## src/rtl/uart_tx_mmio_if.sv

```systemverilog
// Write-side bus between the core store path and uart_tx_mmio: strobe/data in,
// FIFO status out.
interface uart_tx_mmio_if #(
   parameter int FIFO_DEPTH = 4
);
   localparam int CW = $clog2(FIFO_DEPTH) + 1;

   logic          wr_en;
   logic [7:0]    wr_data;
   logic          full;
   logic          busy;
   logic          overflow;
   logic [CW-1:0] count;

   modport master (output wr_en, wr_data, input full, busy, overflow, count);
   modport slave  (input wr_en, wr_data, output full, busy, overflow, count);
endinterface

```

## src/rtl/uart_tx_mmio.sv

```systemverilog
// Memory-mapped UART transmitter: byte FIFO feeding an 8N1 serialiser.
// Define UART_TX_PARITY_EN to insert an even-parity bit (8E1).
module uart_tx_mmio #(
   parameter int CLK_DIV    = 16,
   parameter int FIFO_DEPTH = 4
) (
   input  logic           CLK,
   input  logic           RESET,
   uart_tx_mmio_if.slave  bus,
   output logic           tx
);
   localparam int AW = $clog2(FIFO_DEPTH);
   localparam int CW = AW + 1;
   localparam logic [15:0] DIV_M1 = 16'(CLK_DIV - 1);

   typedef enum logic [2:0] {
      IDLE,
      START,
      DATA,
`ifdef UART_TX_PARITY_EN
      PARITY,
`endif
      STOP
   } state_e;

   state_e        state_q, state_d;
   logic [15:0]   baud_q, baud_d;
   logic [2:0]    bit_q, bit_d;
   logic [7:0]    shift_q, shift_d;
`ifdef UART_TX_PARITY_EN
   logic          parity_q, parity_d;
`endif
   logic [AW-1:0] wptr_q, rptr_q;
   logic [CW-1:0] count_q;
   logic          overflow_q;
   logic [7:0]    mem_q [FIFO_DEPTH];

   logic full, push, pop, tick;

   // full is the pre-edge value, so a write while full is dropped even if a pop frees a slot
   assign full = (count_q == CW'(FIFO_DEPTH));
   assign push = bus.wr_en & ~full;
   assign tick = (baud_q == DIV_M1);

   always_comb begin
      state_d  = state_q;
      baud_d   = baud_q;
      bit_d    = bit_q;
      shift_d  = shift_q;
`ifdef UART_TX_PARITY_EN
      parity_d = parity_q;
`endif
      pop      = 1'b0;
      if (state_q != IDLE) baud_d = tick ? 16'd0 : baud_q + 16'd1;
      case (state_q)
         IDLE: begin
            baud_d = '0;
            bit_d  = '0;
            if (count_q != '0) begin
               pop      = 1'b1;
               shift_d  = mem_q[rptr_q];
`ifdef UART_TX_PARITY_EN
               parity_d = ^mem_q[rptr_q];
`endif
               state_d  = START;
            end
         end
         START: if (tick) state_d = DATA;
         DATA: begin
            if (tick) begin
               shift_d = {1'b0, shift_q[7:1]};
               bit_d   = bit_q + 3'd1;
`ifdef UART_TX_PARITY_EN
               if (bit_q == 3'd7) state_d = PARITY;
`else
               if (bit_q == 3'd7) state_d = STOP;
`endif
            end
         end
`ifdef UART_TX_PARITY_EN
         PARITY: if (tick) state_d = STOP;
`endif
         STOP: if (tick) state_d = IDLE;
         default: state_d = IDLE;
      endcase
   end

   // tx is decoded from registered state so an async reset forces the line high at once
   always_comb begin
      tx = 1'b1;
      case (state_q)
         START:   tx = 1'b0;
         DATA:    tx = shift_q[0];
`ifdef UART_TX_PARITY_EN
         PARITY:  tx = parity_q;
`endif
         default: tx = 1'b1;
      endcase
   end

   always_ff @(posedge CLK or negedge RESET) begin
      if (!RESET) begin
         state_q  <= IDLE;
         baud_q   <= '0;
         bit_q    <= '0;
         shift_q  <= '0;
`ifdef UART_TX_PARITY_EN
         parity_q <= 1'b0;
`endif
      end else begin
         state_q  <= state_d;
         baud_q   <= baud_d;
         bit_q    <= bit_d;
         shift_q  <= shift_d;
`ifdef UART_TX_PARITY_EN
         parity_q <= parity_d;
`endif
      end
   end

   always_ff @(posedge CLK or negedge RESET) begin
      if (!RESET) begin
         wptr_q     <= '0;
         rptr_q     <= '0;
         count_q    <= '0;
         overflow_q <= 1'b0;
      end else begin
         if (push) wptr_q <= wptr_q + AW'(1);
         if (pop)  rptr_q <= rptr_q + AW'(1);
         case ({push, pop})
            2'b10:   count_q <= count_q + CW'(1);
            2'b01:   count_q <= count_q - CW'(1);
            default: count_q <= count_q;
         endcase
         if (bus.wr_en && full) overflow_q <= 1'b1;
      end
   end

   always_ff @(posedge CLK) begin
      if (push) mem_q[wptr_q] <= bus.wr_data;
   end

   assign bus.full     = full;
   assign bus.busy     = (state_q != IDLE) | (count_q != '0);
   assign bus.overflow = overflow_q;
   assign bus.count    = count_q;
endmodule

```

## src/flat_wrapper.sv

```systemverilog
// flat-port wrapper written by rule: the top's interface ports become plain ports
module uart_tx_mmio_flat 
#(
   parameter int CLK_DIV    = 16,
   parameter int FIFO_DEPTH = 4
)
  (CLK, RESET, tx, bus_wr_en, bus_wr_data, bus_full, bus_busy, bus_overflow, bus_count);
  uart_tx_mmio_if #(.FIFO_DEPTH(FIFO_DEPTH)) bus_i ();
  input  logic CLK;
  input  logic RESET;
  output logic tx;
  input wire logic [$bits(bus_i.wr_en)-1:0] bus_wr_en;
  input wire logic [$bits(bus_i.wr_data)-1:0] bus_wr_data;
  output wire logic [$bits(bus_i.full)-1:0] bus_full;
  output wire logic [$bits(bus_i.busy)-1:0] bus_busy;
  output wire logic [$bits(bus_i.overflow)-1:0] bus_overflow;
  output wire logic [$bits(bus_i.count)-1:0] bus_count;
  assign bus_i.wr_en = bus_wr_en;
  assign bus_i.wr_data = bus_wr_data;
  assign bus_full = bus_i.full;
  assign bus_busy = bus_i.busy;
  assign bus_overflow = bus_i.overflow;
  assign bus_count = bus_i.count;
  uart_tx_mmio #(.CLK_DIV(CLK_DIV), .FIFO_DEPTH(FIFO_DEPTH)) u_core (.CLK(CLK), .RESET(RESET), .bus(bus_i), .tx(tx));
endmodule
```

## config.mk

```make
export PLATFORM = sky130hd
export DESIGN_NAME = uart_tx_mmio_flat
export DESIGN_NICKNAME = d
export VERILOG_FILES = /design/src/rtl/uart_tx_mmio_if.sv /design/src/rtl/uart_tx_mmio.sv /design/src/flat_wrapper.sv
export SDC_FILE = /design/constraint.sdc
export NUM_CORES = 1
export LEC_CHECK = 0
export ABC_AREA = 1
export CAP_MARGIN = 30
export CORE_ASPECT_RATIO = 1.75
export CORE_UTILIZATION = 53
export CTS_CLUSTER_SIZE = 25
export DETAILED_ROUTE_END_ITERATION = 7
export GPL_ROUTABILITY_DRIVEN = 0
export PLACE_DENSITY = 0.82
export SLEW_MARGIN = 20
export SYNTH_ARGS = -nofsm -noshare
export SYNTH_HDL_FRONTEND = slang
export SYNTH_SLANG_ARGS = --single-unit
```

## constraint.sdc

```tcl
create_clock -name CLK -period 1.9 [get_ports CLK]
set_clock_uncertainty 0.1 [all_clocks]
set_input_delay 0.285 -clock CLK [delete_from_list [all_inputs] [get_ports CLK]]
set_output_delay 0.285 -clock CLK [all_outputs]
set_load 0.01 [all_outputs]
```

==> summary.txt <==
Floorplanning
  – Placeable Area: 5970 µm²
  – Die height: 107 µm
  – Initial cell density of the core: 55.5%
  – Die width: 61.8 µm
  – DIE AREA: 6580 µm²
  – Row cnt: 37
  – # IOs: 18

Global route
  – Largest net degree at the start of global routing: 38
  – Vias in the first global route: 2,600
  – Initial antenna violation count: 0
  – GR Util All Layers: 23.2%
  – First-pass GRT wire length: 10,700 µm
  – Grt ovf: 0

Route
  – Post-Route WL: 6550 µm
  – Pre-antenna DRT Iters: 4
  – Vias: 2,516
  – Post-route ant nets: 0
  – DRC violation total after the first TritonRoute iteration: 139
  – Vias per inst: 5.13
  – Wirelength per Cell: 13.4 µm
  – Remaining DRCs: 0

STA
  – Slew HR: 68.4%
  – Worst Tran Pin Value: 0.473 ns
  – Fin crit share: 104%
  – Hold Vio Cnt, Final: 0
  – Final max-slew violation count: 0
  – Max Clk Rate: 506 MHz
  – # setup viols final: 3
  – Setup TNS: -0.201 ns
  – Unrepaired setup endpoints after global routing: true
  – Setup ws final: -0.0781 ns
  – Post-route minimum period: 1.98 ns

Synth
  – Ys flop type: dfrtp_1
  – Seq/Total Area, Yosys: 56.9%
  – Count leader, synth: nand2_1
  – Post-synth EDFFs: 32
  – Synth area leader: edfxtp_1
  – Synth warn: 0
  – Mapped Cells: 351
  – Share of the synthesized area in the top cell type: 29.0%
  – Mapped Nets: 375
  – Synth top cells by count: nand2_1, nand3_1, nor2_1
  – Top cells by area, synth: edfxtp_1, dfrtp_1, nand2_1, nand3_1, nor2_1
  – Netlist cell types: 31
  – Synthesized flop and latch total: 69
  – Synthesized area: 3310 µm²
  – Fraction of registers with async set/reset: 53.6%
  – Synthesized area per cell: 9.44 µm²

Power
  – Leak pwr: 1.90 nW
  – Pwr Density: 1010 nW/µm²
  – Pwr Total: 0.00415 W
  – Peak supply drop: 0.000877 V

Critical path
  – Crit path largest cell delay: 0.43 ns
  – Worst setup SP type: register
  – Crit-path cells: buf_6 > o31ai_4 > inv_2 > ha_4 > fa_2 > a21oi_2 > o21ai_1 > xor2_1
  – Worst Path Max Fanout: 2
  – CP Capture Type: register
  – WP data arrival: 2.11 ns
  – WP data required: 2.03 ns
  – WS Path Type: register to register
  – Max stage delay cell, worst path: dfrtp_2

Placed design
  – DP Wirelength: 4650 µm
  – Input/output buffers: 17

Flow run
  – Max_cap viols: 0

Clock network
  – Clock slew at reported path FFs: 0.07 ns
  – CTS buffer count: 9
  – Worst-Skew Late Latency: 0.35 ns
  – TritonCTS clock tree: built
  – Root Buffer: clkbuf_8
  – H-tree levels: 3
  – Clock buffer depth: 2
  – CTS sink cnt: 69

Min path
  – Hold WC Path Type: register to register

Cells and area
  – Diode count: 0
  – Layout cells sized above 1: 20.9%
  – Area Growth Syn to Fin: 24.5%
  – Nets: 431

Status
  – Status: complete, but fails checks
  – Failing checks: negative setup slack
-- state kept, by name, summed over array words and instances (netlist names) --
| signal | count |
|---|---|
| u_core.bus.count | 3 |
| u_core.baud_q | 16 |
| u_core.bus.overflow | 1 |
| u_core.state_q | 2 |
| u_core.rptr_q | 2 |
| u_core.wptr_q | 2 |
| u_core.bit_q | 3 |
| u_core.mem_q | 32 |
| u_core.shift_q | 8 |
-- cell type report --
cell class | instances | area (µm²)
inverter | 25 | 98.8
timing repair buffer | 54 | 444
multi-input combinational | 248 | 1350
clock buffer | 10 | 138
tap | 78 | 97.6
fill | 423 | 1850
sequential | 69 | 1890
clock inverter | 6 | 110
-- cell families (layout without fill, tap and decap cells) --
kind of cell | after synthesis | after routing | share of synthesized area, %
and+or+nand+nor | 213 | 213 | 28.2
muxes | 1 | 1 | 0.340
adders and majority gates | 13 | 13 | 5.14
AOI/OAI and AO/OA | 10 | 10 | 1.70
buffers and inverters | 34 | 95 | 4.72
DFF | 69 | 69 | 56.9
xor gates and xnor gates | 11 | 11 | 2.91
-- critical path, delay by kind of cell (launching register included) --
family / cells / cell delay [ns]
AOI/OAI and AO/OA: 3 / 0.46
xor gates and xnor gates: 1 / 0.14
adders and majority gates: 2 / 0.52
buffers and inverters: 2 / 0.21
DFF: 1 / 0.43
-- what timing repair did --
item	in CTS	in global routing
buffers inserted	11	0
setup endpoints to repair	5	7
pin swaps	6	6
hold endpoints to repair	37	0
resized for setup	19	10
hold buffers	1	0
-- power by group --
part / leakage, nW / switching [W] / internal (W) / total (W)
combinational: 1.02 / 0.000443 / 0.000405 / 0.000848
sequential: 0.763 / 0.0000782 / 0.00178 / 0.00186
clock: 0.119 / 0.000541 / 0.000904 / 0.00145
-- routing by layer --
metal / GRT usage, % / vias to the layer above / share of wire, %
met5: 0 / - / 0
met4: 16.0 / 0 / 2.3
met3: 4.58 / 14 / 3.2
met2: 41.7 / 43 / 58
met1: 21.6 / 1196 / 36
li1: - / 1263 / -
-- through the flow --
| step | utilization [%] | cells | cell area, µm² | hold WS [ns] | setup WS (ns) |
|---|---|---|---|---|---|
| floorplan | - | 351 | 3350 | -0.111 | -0.0407 |
| global placement | 62.7 | 462 | 3740 | 0.259 | -0.112 |
| detailed placement | 62.7 | 462 | 3740 | 0.264 | -0.164 |
| CTS | 69.1 | 490 | 4120 | 0.377 | -0.102 |
| global route | 69.1 | 490 | 4130 | 0.392 | -0.139 |
| finish | 69.1 | 490 | 4130 | 0.369 | -0.0781 |
-- final timing paths --
kind,from,slack (ns),end,depth (start not counted)
max,u_core.bus.count[1]$_DFFE_PN0P_,-0.08,u_core.bus.count[2]$_DFFE_PN0P_,8
min,u_core.bus.overflow$_DFFE_PN0P_,0.37,u_core.bus.overflow$_DFFE_PN0P_,1
max reg2reg,u_core.bus.count[1]$_DFFE_PN0P_,-0.08,u_core.bus.count[2]$_DFFE_PN0P_,8
min reg2reg,u_core.bus.overflow$_DFFE_PN0P_,0.37,u_core.bus.overflow$_DFFE_PN0P_,1
max in group asynchronous,RESET,0.94,u_core.bus.count[0]$_DFFE_PN0P_,3
min in group asynchronous,RESET,0.41,u_core.baud_q[3]$_DFF_PN0_,3
-- cell usage in the layout, fill, tap and decap left out, types with 9 or more instances in the layout --
| cell | count |
|---|---|
| buf_4 | 33 |
| clkbuf_8 | 10 |
| clkdlybuf4s50_1 | 12 |
| dfrtp_1 | 35 |
| edfxtp_1 | 32 |
| ha_1 | 9 |
| inv_1 | 19 |
| nand2_1 | 105 |
| nand3_1 | 43 |
| nor2_1 | 42 |
| xor2_1 | 9 |
Note: power is estimated with default switching activity, not from simulation.
